### config.mk
export PLATFORM = sky130hd
export DESIGN_NAME = mc_ctrl
export DESIGN_NICKNAME = d
export VERILOG_FILES = /design/src/rtl/mc_ctrl.sv
export SDC_FILE = /design/constraint.sdc
export NUM_CORES = 1
export LEC_CHECK = 0
export CELL_PAD_IN_SITES_DETAIL_PLACEMENT = 1
export CELL_PAD_IN_SITES_GLOBAL_PLACEMENT = 1
export CORE_ASPECT_RATIO = 1.5
export CORE_MARGIN = 10
export CORE_UTILIZATION = 28
export CTS_BUF_LIST = sky130_fd_sc_hd__clkbuf_2 sky130_fd_sc_hd__clkbuf_4 sky130_fd_sc_hd__clkbuf_8
export DETAILED_ROUTE_END_ITERATION = 8
export GPL_TIMING_DRIVEN = 1
export HOLD_SLACK_MARGIN = 0.02
export PLACE_DENSITY_LB_ADDON = 0.05
export SYNTH_ARGS = -nofsm -noshare
export SYNTH_HDL_FRONTEND = slang
export SYNTH_SLANG_ARGS = --single-unit
### constraint.sdc
create_clock -name clk -period 2.4 [get_ports clk]
set_input_delay 0.48 -clock clk [delete_from_list [all_inputs] [get_ports clk]]
set_output_delay 0.48 -clock clk [all_outputs]
set_load 0.01 [all_outputs]
### src/rtl/mc_ctrl.sv
// mc_ctrl: multi-cycle FETCH/DECODE/EXEC/MEM/WB sequencer for the MIPS-lite datapath.
// Build option MC_ILLEGAL_HALT_EN: unsupported instructions halt instead of acting as NOPs.
module mc_ctrl #(
  parameter int unsigned WAIT_MAX = 16
) (
  input  logic        clk,
  input  logic        reset,
  input  logic [31:0] instr,
  input  logic        zero,
  input  logic        imem_ready,
  input  logic        dmem_ready,
  output logic        imem_req,
  output logic        dmem_req,
  output logic        dmem_we,
  output logic        ir_we,
  output logic        pc_we,
  output logic [1:0]  pc_sel,
  output logic        ext_sign,
  output logic        alu_src,
  output logic [2:0]  alu_op,
  output logic        rf_we,
  output logic [1:0]  rf_dst_sel,
  output logic [1:0]  rf_wd_sel,
  output logic        halted,
  output logic        err
);

  typedef enum logic [2:0] {
    S_FETCH, S_DECODE, S_EXEC, S_MEM, S_WB, S_HALT
  } state_e;

  localparam logic [7:0] WAIT_LAST = 8'(WAIT_MAX - 1);

  state_e     state_q, state_d;
  logic [7:0] wait_q, wait_d;
  logic       err_q, err_d;

  logic [5:0] op, funct;
  logic is_addu, is_subu, is_jr, is_ori, is_lui, is_lw, is_sw, is_beq, is_j, is_jal;
  logic is_legal, is_memop;
  logic       alu_src_i;
  logic [2:0] alu_op_i;
  logic       unused_instr;

  assign op           = instr[31:26];
  assign funct        = instr[5:0];
  assign unused_instr = ^instr[25:6];

  assign is_addu  = (op == 6'h00) && (funct == 6'h21);
  assign is_subu  = (op == 6'h00) && (funct == 6'h23);
  assign is_jr    = (op == 6'h00) && (funct == 6'h08);
  assign is_ori   = (op == 6'h0D);
  assign is_lui   = (op == 6'h0F);
  assign is_lw    = (op == 6'h23);
  assign is_sw    = (op == 6'h2B);
  assign is_beq   = (op == 6'h04);
  assign is_j     = (op == 6'h02);
  assign is_jal   = (op == 6'h03);
  assign is_memop = is_lw | is_sw;
  assign is_legal = is_addu | is_subu | is_jr | is_ori | is_lui | is_memop |
                    is_beq | is_j | is_jal;

  // ALU setup shared by EXEC and WB so the datapath result stays stable through writeback.
  assign alu_src_i = is_ori | is_lui | is_memop;
  assign alu_op_i  = (is_subu | is_beq) ? 3'd1 :
                     is_ori             ? 3'd2 :
                     is_lui             ? 3'd3 : 3'd0;

  always_comb begin
    // NOTE: every signal written here gets a default first, otherwise paths that skip an
    // assignment would infer latches.
    imem_req   = 1'b0;
    dmem_req   = 1'b0;
    dmem_we    = 1'b0;
    ir_we      = 1'b0;
    pc_we      = 1'b0;
    pc_sel     = 2'd0;
    ext_sign   = 1'b0;
    alu_src    = 1'b0;
    alu_op     = 3'd0;
    rf_we      = 1'b0;
    rf_dst_sel = 2'd0;
    rf_wd_sel  = 2'd0;
    halted     = 1'b0;
    state_d    = state_q;
    err_d      = err_q;
    wait_d     = 8'd0;

    case (state_q)
      S_FETCH: begin
        imem_req = 1'b1;
        if (imem_ready) begin
          ir_we   = 1'b1;
          pc_we   = 1'b1;
          state_d = S_DECODE;
        end else if (wait_q == WAIT_LAST) begin
          state_d = S_HALT;
          err_d   = 1'b1;
        end else begin
          wait_d = wait_q + 8'd1;
        end
      end
      S_DECODE: begin
        ext_sign = is_memop | is_beq;
        if (is_j || is_jal) begin
          pc_we   = 1'b1;
          pc_sel  = 2'd2;
          state_d = S_FETCH;
          if (is_jal) begin
            rf_we      = 1'b1;
            rf_dst_sel = 2'd2;
            rf_wd_sel  = 2'd2;
          end
        end else if (is_jr) begin
          pc_we   = 1'b1;
          pc_sel  = 2'd3;
          state_d = S_FETCH;
        end else if (is_legal) begin
          state_d = S_EXEC;
        end else begin
`ifdef MC_ILLEGAL_HALT_EN
          state_d = S_HALT;
`else
          state_d = S_FETCH;
`endif
        end
      end
      S_EXEC: begin
        ext_sign = is_memop | is_beq;
        alu_src  = alu_src_i;
        alu_op   = alu_op_i;
        if (is_beq) begin
          pc_we   = zero;
          pc_sel  = 2'd1;
          state_d = S_FETCH;
        end else if (is_memop) begin
          state_d = S_MEM;
        end else begin
          state_d = S_WB;
        end
      end
      S_MEM: begin
        ext_sign = 1'b1;
        dmem_req = 1'b1;
        dmem_we  = is_sw;
        alu_src  = 1'b1;
        alu_op   = 3'd0;
        if (dmem_ready) begin
          state_d = is_sw ? S_FETCH : S_WB;
        end else if (wait_q == WAIT_LAST) begin
          state_d = S_HALT;
          err_d   = 1'b1;
        end else begin
          wait_d = wait_q + 8'd1;
        end
      end
      S_WB: begin
        ext_sign   = is_memop | is_beq;
        alu_src    = alu_src_i;
        alu_op     = alu_op_i;
        rf_we      = 1'b1;
        rf_dst_sel = (is_addu | is_subu) ? 2'd1 : 2'd0;
        rf_wd_sel  = is_lw ? 2'd1 : 2'd0;
        state_d    = S_FETCH;
      end
      S_HALT: begin
        halted = 1'b1;
      end
      default: begin
        state_d = S_FETCH;
      end
    endcase
  end

  assign err = err_q;

  always_ff @(posedge clk or negedge reset) begin
    if (!reset) begin
      state_q <= S_FETCH;
      wait_q  <= 8'd0;
      err_q   <= 1'b0;
    end else begin
      // NOTE: non-blocking assignments so every flop samples the pre-edge values.
      state_q <= state_d;
      wait_q  <= wait_d;
      err_q   <= err_d;
    end
  end

endmodule

# Word level (Yosys, flattened, before mapping)
# Index checks and enable logic that the tools add are counted.
[word_totals]
regBits = 12
out_inout_bits = 19
in_bits = 37
[classes]
n_reduce_logical = 10
n_bitwise = 13
eq_ne = 18
n_mux = 47
addsub = 1
[ops]
columns = ["cell", "count"]
rows = [
  ["equality test 6 bit (second input constant)", 4],
  ["two-way mux 8 bit", 3],
  ["two-way mux 2 bit", 11],
  ["equality test 6 x 4 -> 1 bit (second input constant)", 3],
  ["two-way mux 3 bit", 6],
  ["two-way mux 1 bit", 17],
  ["case mux 8 bit (2 select lines)", 1],
  ["case mux 3 bit (5 select lines)", 1],
  ["bitwise OR 1 bit", 13],
  ["equality test 6 x 2 -> 1 bit (second input constant)", 2],
  ["case mux 2 bit (2 select lines)", 3],
  ["adder 8 x 1 -> 8 bit (second input constant)", 1],
  ["equality test 8 x 4 -> 1 bit (second input constant)", 1],
  ["case mux 1 bit (2 select lines)", 4],
  ["equality test 3 x 2 -> 1 bit (second input constant)", 2],
  ["equality test 3 bit (second input constant)", 2],
  ["equality test 6 x 3 -> 1 bit (second input constant)", 1],
  ["logical NOT 6 bit", 1],
  ["inequality test 2 bit (second input constant)", 2],
  ["equality test 3 x 1 -> 1 bit (second input constant)", 1],
  ["logical AND 1 bit", 3],
  ["logical NOT 3 bit", 1],
  ["case mux 1 bit (3 select lines)", 1],
  ["AND reduction 3 bit", 1],
  ["other kinds (4)", 4],
]

# Longest topological paths before layout
[logic_depth]
ltp_word = 14
mapped_depth = 5
ltp_nobuf = 5

# Least setup slack after synthesis
# Ideal clock, no wire load.
[synth_path]
path_kind = "input to output"
startpoint = "input instr[26]"
endpoint = "output alu_op[0]"
required_ns = 1.920
n_path_buf = 0
setup_slack_ns = 0.356
path_stages = 4
arrival_ns = 1.564
path_cell_list = "or4_1 and4bb_1 a221oi_1 nor2_1"
[synth_between]
elab_chain_cells = 5
[synth_rtl]
columns = ["item", "line_no", "text"]
rows = [
  ["start, declared", "8", "input logic [31:0] instr,"],
  ["equality test 6 x 4 -> 1 bit or logical NOT 6 bit (tied branches)", "53, 50", ""],
  ["two-way mux 2 bit or logical AND 1 bit (tied branches)", "67, 50", ""],
  ["two-way mux 2 bit or bitwise OR 1 bit (tied branches)", "66, 65", ""],
  ["two-way mux 2 bit *", "65", "assign alu_op_i = (is_subu | is_beq) ? 3'd1 :"],
  ["two-way mux 2 bit *", "89", "case (state_q)"],
  ["end, declared", "20", "output logic [2:0] alu_op,"],
]
# Every way passes the cells marked *; elsewhere a longest branch is shown, timed or not.

# Worst setup path after layout
[layout_path]
startpoint = "input instr[1]"
endpoint = "output pc_sel[1]"
[layout_between]
elab_chain_cells = 5
[layout_rtl]
columns = ["item", "line_no", "text"]
rows = [
  ["equality test 6 x 4 -> 1 bit", "51", "assign is_jr = (op == 6'h00) && (funct == 6'h08);"],
  ["logical AND 1 bit", "51", ""],
  ["two-way mux 2 bit", "114", "end else if (is_jr) begin"],
  ["two-way mux 2 bit", "105", "if (is_j || is_jal) begin"],
  ["case mux 2 bit (2 select lines)", "89", ""],
  ["end, declared", "17", "output logic [1:0] pc_sel,"],
]
# Every way passes these cells.

==> results_dict.tcl <==
set metrics [dict create \
    status "completed" \
    portBuffers 34 \
    die_area_mm2 0.00610 \
    setup_viol 0 \
    root_buffer "clkbuf_8" \
    drt_iter0_markers 43 \
    vias_per_cell 5.06 \
    crit_slowest_cell "clkdlybuf4s50_1" \
    p_per_area_mw_per_mm2 416 \
    fmax_mhz 429 \
    max_stage_delay_ns 0.45 \
    die_h_um 90.8 \
    crit_arrival_ns 1.85 \
    postCtsHoldBufs 0 \
    ir_drop_v 0.000216 \
    grt.total_usage_pct 12.4 \
    synth_area_um2 935 \
    initial_core_util_pct 29.3 \
    critical-path-top-delay-family "buffers and inverters" \
    fp-row-count 25 \
    power_frac_comb_pct 34.7 \
    criticalPathCategory "input port to output pin" \
    dpl.hpwl_um 2860 \
    pwr-share-clk_pct 27.7 \
    grt_max_degree 13 \
    cp.required_ns 1.92 \
    timing.critical_path.to_type "output pin" \
    regArea_um2 300 \
    area_growth_pct 58.6 \
    yosys.area.top_type "dfrtp_1" \
    htree_levels 1 \
    p_int_mw 0.431 \
    clkLatencyLatePin_ns 0.23 \
    period_needed_ns 2.33 \
    firstDrtPassIters 4 \
    synth_edf_count 0 \
    antenna_found_initial 0 \
    maxCapViolations 0 \
    relSlewSlack_pct 63.9 \
    synth_cell_type_count 47 \
    final_core_util_pct 46.5 \
    place_congestion 0.809 \
    fillers 417 \
    finalHoldViolCount 0 \
    grt_pass1_vias 1240 \
    coreArea_mm2 0.00319 \
    yosys-top-cells-area "dfrtp_1 32%, nor2_1 8.0%, nand2_1 4.0%" \
    num_vias 1042 \
    synth_nets 152 \
    tns_ns 0 \
    grt_pass1_wl_um 6070 \
    post-route-drc-count 0 \
    boundaryPins 56 \
    hold_class "flop to flop" \
    start_kind "input port" \
    clock_path_buffers 2 \
    cp_num_buf_inv 2 \
    postLayoutSetupSlackWorst_ns 0.0704 \
    clock_skew_ns 0.000488 \
    p_sw_mw 0.186 \
    final_antenna_net_count 0 \
    synthArstFlopShare_pct 100 \
    post-synth-top-area-fraction_pct 32.1 \
    slew_violations 0 \
    clock-sinks 12 \
    synthFlopType "dfrtp_1" \
    multi_input_area_um2 617 \
    p_leak_nw 0.720 \
    ys_ff_latch 12 \
    diodes 0 \
    ys_warn_count 0 \
    crit_fanout 2 \
    timing.final.crit_share_pct 97.1 \
    worst_pin_slew_ns 0.540 \
    switching_share_pct 30.1 \
    grt.overflow.total 0 \
    place_ws_ns -0.629 \
    syn_area_per_cell_um2 8.20 \
    die_width_um 67.2 \
    cts_buffers 3 \
    nets 206 \
    cts_tree "built" \
    avgRoutedWirePerCell_um 17.3 \
    synth_cells 114 \
    ys_seq_area_share_pct 32.1 \
    rsz0062_at_grt "false" \
    worstPathCellList "clkdlybuf4s50_1, nor4b_2, a21oi_1, nor2_1, dlygate4sd2_1" \
    p_seq_share_pct 37.6 \
    drive_gt1_share_pct 29.5 \
    path_clk_slew_ns 0.05 \
    totalWireLength_um 3570 \
]
-- routing by layer --
layer	GRT usage, %	share of wire, %	vias to the layer above
li1	-	-	508
met1	12.9	37	507
met2	21.6	57	23
met3	3.60	5.1	4
met4	5.84	1.5	0
met5	0	0	-
-- worst register-to-register path, stage by stage (launching register included) --
cell and delay (ns):
dfrtp_1 0.39, buf_4 0.18, or3_1 0.37, a21oi_1 0.34
nand2_1 0.19, nor2_1 0.15
-- cell usage after synthesis, types with 3 or more instances --
master and instances:
nor3_1 5, o21ai_0 3, inv_1 3, dfrtp_1 12, nand3_1 3, buf_4 4, nor2_1 20, xnor2_1 4
nand2_1 10, and3_1 3, a21oi_1 3
-- power groups by stage --
stage | registers (mW) | logic, mW | clock network, mW
final | 0.232 | 0.214 | 0.170
after global routing | 0.233 | 0.239 | 0.185
after CTS | 0.232 | 0.215 | 0.181
after detailed placement | 0.235 | 0.216 | 0
after global placement | 0.234 | 0.213 | 0
after floorplan | 0.230 | 0.109 | 0
-- cell type report --
cell class	count	area share (%)
inverters	3	0.759
multi-input cells	93	41.6
well taps	40	3.38
flip-flops and latches	12	20.3
repair buffers	55	31.2
clock buffers	3	2.78
-- cell families after synthesis --
kind of cell,count (synthesis),synth area share (%)
buffers and inverters,9,6.02
and+or+nand+nor,65,38.7
adders and majority gates,1,1.34
AOI/OAI and AO/OA,20,15.8
xor gates and xnor gates,6,5.62
other,1,0.401
DFF,12,32.1
-- worst paths after layout --
path                                         from                  end  slack (ns)  cells after the start
setup / recovery                         instr[1]            pc_sel[1]        0.07                      5
hold / removal                wait_q[0]$_DFF_PN0_  wait_q[0]$_DFF_PN0_        0.47                      1
setup reg to reg           state_q[1]$_DFFE_PN0N_  wait_q[3]$_DFF_PN0_        0.71                      5
hold reg to reg               wait_q[0]$_DFF_PN0_  wait_q[0]$_DFF_PN0_        0.47                      1
max in group asynchronous                   reset      err$_DFFE_PN0P_        1.44                      1
min in group asynchronous                   reset  wait_q[5]$_DFF_PN0_        0.60                      1
-- what timing repair did --
action | 4_1_cts | 5_1_grt
pin swaps | 7 | 5
setup endpoints to repair | 13 | 13
gates resized for setup | 50 | 14
setup buffers | 6 | 0
-- placed cells by master, fill, tap and decap left out, types with 3 or more instances in the layout --
cell type,netlist,layout
dfrtp_1,12,12
nand2_1,10,9
dlygate4sd2_1,0,8
clkdlybuf4s50_1,0,11
buf_4,4,19
o21ai_1,1,3
nor2_1,20,19
nor3_1,5,4
buf_2,0,6
dlymetal6s2s_1,0,5
clkbuf_8,0,3
nand3_1,3,3
inv_1,3,3
clkbuf_2,0,3
xnor2_1,4,4
a21oi_1,3,3
-- sequential cells by signal, indices dropped and copies added (netlist names) --
register	cells
err	1
wait_q	8
state_q	3
-- metrics by stage --
stage	area, um^2	hold slack (ns)	cells	power (mW)
finish	1480	0.472	206	0.616
global route	1480	0.479	206	0.657
CTS	1470	0.473	206	0.628
detailed placement	1390	0.467	197	0.451
global placement	1390	0.451	197	0.446
floorplan	935	0.184	114	0.339
(Power assumes the default switching activity.)
